### src/rtl/timer_counter.sv
// 32-bit programmable down-counter with CTRL/PRESET/COUNT bus registers.
// Mode 0 counts down once and raises a level irq at zero; mode 1 auto-reloads silently.
module timer_counter (
  input  logic        clk_i,
  input  logic        rst_i,
  input  logic        we_i,
  input  logic [3:2]  add_i,
  input  logic [31:0] dat_i,
  output logic [31:0] dat_o,
  output logic        irq
);

  localparam logic [1:0] ADDR_CTRL   = 2'b00;
  localparam logic [1:0] ADDR_PRESET = 2'b01;
  localparam logic [1:0] ADDR_COUNT  = 2'b10;

  logic [3:0]  ctrl_reg, ctrl_next;
  logic [31:0] preset_reg, preset_next;
  logic [31:0] count_reg, count_next;
  logic        load_pending_reg, load_pending_next;

  logic        en;
  logic        mode_reload;
  logic [31:0] load_value;

  assign en          = ctrl_reg[0];
  // Only MODE=01 reloads; MODE=1x falls back to one-shot behaviour.
  assign mode_reload = (ctrl_reg[2:1] == 2'b01);
  // A load consumes the first tick, so it lands one below PRESET.
  assign load_value  = (preset_reg == 32'd0) ? 32'd0 : preset_reg - 32'd1;

  always_comb begin
    ctrl_next         = ctrl_reg;
    preset_next       = preset_reg;
    count_next        = count_reg;
    load_pending_next = load_pending_reg;

    if (en) begin
      if (load_pending_reg) begin
        count_next        = load_value;
        load_pending_next = 1'b0;
      end else if (count_reg != 32'd0) begin
        count_next = count_reg - 32'd1;
      end else if (mode_reload) begin
        count_next = load_value;
      end
    end

    // A CTRL write overrides the pending-load clear so it re-arms for the next enabled edge.
    if (we_i) begin
      case (add_i)
        ADDR_CTRL: begin
          ctrl_next         = dat_i[3:0];
          load_pending_next = 1'b1;
        end
        ADDR_PRESET: preset_next = dat_i;
        default: ;
      endcase
    end
  end

  always_ff @(posedge clk_i or posedge rst_i) begin
    if (rst_i) begin
      ctrl_reg         <= 4'd0;
      preset_reg       <= 32'd0;
      count_reg        <= 32'd0;
      load_pending_reg <= 1'b0;
    end else begin
      ctrl_reg         <= ctrl_next;
      preset_reg       <= preset_next;
      count_reg        <= count_next;
      load_pending_reg <= load_pending_next;
    end
  end

  always_comb begin
    dat_o = 32'd0;
    case (add_i)
      ADDR_CTRL:   dat_o = {28'd0, ctrl_reg};
      ADDR_PRESET: dat_o = preset_reg;
      ADDR_COUNT:  dat_o = count_reg;
      default:     dat_o = 32'd0;
    endcase
  end

  assign irq = ctrl_reg[3] & ~ctrl_reg[1] & (count_reg == 32'd0);

endmodule

### config.mk
export PLATFORM = sky130hd
export DESIGN_NAME = timer_counter
export DESIGN_NICKNAME = d
export VERILOG_FILES = /design/src/rtl/timer_counter.sv
export SDC_FILE = /design/constraint.sdc
export NUM_CORES = 1
export LEC_CHECK = 0
export CAP_MARGIN = 20
export CORE_AREA = 2 2 91 93
export CTS_CLUSTER_DIAMETER = 100
export DETAILED_ROUTE_END_ITERATION = 6
export DIE_AREA = 0 0 93 95
export PLACE_DENSITY = 0.95
export SYNTH_ARGS = -nofsm -noshare
export SYNTH_HDL_FRONTEND = slang
export SYNTH_SLANG_ARGS = --single-unit
### constraint.sdc
create_clock -name clk_i -period 4.05 [get_ports clk_i]
set_input_delay 0.6075 -clock clk_i [delete_from_list [all_inputs] [get_ports clk_i]]
set_output_delay 0.6075 -clock clk_i [all_outputs]
set_load 0.1 [all_outputs]
==> summary.md <==
| Metric | Value |
|---|---|
| Hold WS | 518 ps |
| Min-Delay Path Class | reg2reg |
| Fill cells | 490 |
| Vias in the first global route | 4590 |
| Htree depth | 3 |
| CP max stage cell | nor3_4 |
| Failing checks | DRC |
| Status | finished with violations |
| Crit path cell chain | or4_4 -> or4_4 -> o31a_1 -> buf_4 -> nor3_4 -> nand2_1 -> o211ai_1 |
| Ant diodes | 0 |
| Sequential share of the synthesized area | 38.3% |
| Leak | 2.28 nW |
| Share of layout cells above drive strength 1 | 19.7% |
| Post-synth EDFFs | 0 |
| Detail Route Antenna Nets | 0 |
| Core area | 7930 um2 |
| Via/cell ratio | 7.05 |
| Routed WL | 13600 um |
| Final HPWL DP | 9440 um |
| Most frequent CP cell | or4_4 |
| Initial Util | 56.8% |
| TritonRoute pass-1 iters | 7 |
| CP Class | reg2reg |
| Initial antenna violation count | 0 |
| Global Route Usage Sum | 32.8% |
| Via count | 4611 |
| Drc violations | 1 |
| Die X | 93 um |
| DRT iter0 DRCs | 601 |
| Die footprint | 8840 um2 |
| Synthesis-stage register bit count | 69 |
| Top FF cell, synth | dfrtp_1 |
| Synth-to-Final Area Change | 26.0% |
| Unrepaired setup endpoints after global routing | no |
| Warnings from Yosys | 0 |
| Final Cell Area | 5680 um2 |
| Slew Limit Fails | 0 |
| Routed len/inst | 20.8 um |
| Total setup buffers inserted after CTS | 0 |
| Crit path capture type | register |
| Syn_nets | 524 |
| Input/output buffers | 69 |
| Final setup TNS | 0 ps |
| Maximum VDD drop | 0.374 mV |
| Netlist cell types | 59 |
| Clock Path Buffers | 2 |
| Skew-Pair Late Insertion Delay | 350 ps |
| Worst R2R Setup Slack | 570 ps |
| Max_cap viols | 0 |
| Max Fanout on Critical Path | 25 |
| Syn Inst Count | 484 |
| CTS sink cnt | 69 |
| Chip Height | 95 um |
| PwrDens | 596 nW/um2 |
| Nets | 586 |
| CTS Buf Count | 9 |
| Gr ovfl total | 0 |
| Final hold vios | 0 |
| Hold path cells | 1 |
| WHS Endpoint | load_pending_reg |
| Worst slew pin tran | 814 ps |
| Cell area after synthesis | 4510 um2 |
| Worst r2r dst | count_reg[31] |
| CP max stage delay | 700 ps |
| CTS tree | yes |
| Largest net degree at the start of global routing | 33 |
| Hold Crit Start | load_pending_reg |
| PostCTS Resize Cnt | 0 |
| Post-route core utilization | 71.6% |
| Reg-to-reg startpoint | count_reg[8] |
| Root Buffer | clkbuf_8 |
| Syn_area_per_cell | 9.31 um2 |
| Fin crit share | 86.0% |
| Setup Skew | 6.15 ps |
| I/O pins | 70 |
| R2R depth | 7 |
| Routability congestion estimate | 0.939 |
| Setup crit start | count_reg[8] |
| CP Launch Type | register |
| Clk slew on worst S/H paths | 70 ps |
| Placed inst area | 5530 um2 |
| First-pass GRT wire length | 22600 um |
| WP data arrival | 3730 ps |
| Max transition margin | 45.6% |
| Min Clock Period, post-route | 3480 ps |
| WP data required | 4300 ps |
| Row Count | 33 |
| Cts hold-fix bufs | 0 |
| Maximum clock rate | 287 MHz |
| Async set-reset flop share out of synthesis | 100% |
| Setup violators final | 0 |
## placed cells by master (no fill, tap or decap), types with 6 or more instances in the layout
cell / synthesis / final
a21oi_1: 18 / 18
a22o_1: 29 / 29
buf_12: 0 / 28
buf_4: 4 / 20
clkbuf_8: 0 / 9
clkdlybuf4s50_1: 0 / 36
dfrtp_1: 69 / 69
inv_1: 13 / 12
mux2_2: 34 / 34
nand2_1: 41 / 41
nand3_1: 9 / 9
nor2_1: 25 / 25
nor3_1: 28 / 28
nor4_1: 25 / 25
o21ai_0: 40 / 40
or3_1: 14 / 14
or4_1: 7 / 7
xnor2_1: 6 / 6
xor2_1: 21 / 21
## power breakdown
part	internal [mW]	switching [mW]	leakage (nW)
clock	0.212	0.248	0.0788
sequential	0.914	0.384	0.835
combinational	0.621	1.01	1.36
## metrics by stage
stage / power [mW] / cells / setup slack [ps]
2_1_floorplan: 2.31 / 484 / 350
3_3_place_gp: 2.78 / 640 / 823
3_5_place_dp: 2.86 / 640 / 734
4_1_cts: 3.34 / 654 / 633
5_1_grt: 3.53 / 654 / 492
6_report: 3.39 / 654 / 567
## per-layer routing
layer / up-vias / GRT usage, % / part of all wire [%]
li1: 1942 / - / -
met1: 2198 / 38.5 / 35
met2: 382 / 55.4 / 49
met5: - / 0 / 0
met3: 89 / 6.07 / 10
met4: 0 / 21.4 / 5.3
## cell usage after synthesis (all sizes together), types with 14 or more instances
cell type / number / area, um2
a21oi: 18 / 90.1
clkbuf: 15 / 56.3
xor2: 21 / 184
dfrtp: 69 / 1730
o21ai: 41 / 205
buf: 18 / 126
or3: 14 / 87.6
mux2: 34 / 383
nor3: 29 / 156
a22o: 29 / 254
nor2: 25 / 93.8
nand2: 41 / 154
nor4: 26 / 178
## worst max path at each step
stage / end / slack [ps] / cells past startpoint
after floorplan: dat_o[2] / 350 / 3
after global placement: dat_o[17] / 820 / 5
after CTS: irq / 630 / 5
after detailed placement: dat_o[17] / 730 / 5
after global routing: count_reg[31] / 490 / 7
final: count_reg[31] / 570 / 7
## kinds of logic after synthesis
| group | count (synthesis) | synth area share (%) |
|---|---|---|
| xor gates and xnor gates | 27 | 5.25 |
| muxes | 39 | 9.61 |
| and+or+nand+nor | 172 | 20.6 |
| AOI/OAI and AO/OA | 128 | 20.3 |
| DFF | 69 | 38.3 |
| adders and majority gates | 3 | 0.833 |
| buffers and inverters | 46 | 5.14 |
## worst max-delay path, delay by kind of cell, from the launching register on
| kind | cells | cell delay (ps) |
|---|---|---|
| AO/OA/AOI/OAI | 2 | 520 |
| buffers and inverters | 1 | 230 |
| flip-flops | 1 | 490 |
| AND/OR/NAND/NOR | 4 | 2120 |
## layout make-up
cell class | instances | area, um2 | area share (%)
clock buffer | 11 | 131 | 2.31
timing repair buffer | 84 | 1070 | 18.9
multi-input combinational | 369 | 2550 | 45.0
inverter | 13 | 48.8 | 0.860
sequential | 69 | 1730 | 30.4
clock inverter | 3 | 15.0 | 0.264
tap | 105 | 131 | 2.31
(Power assumes the default switching activity.)
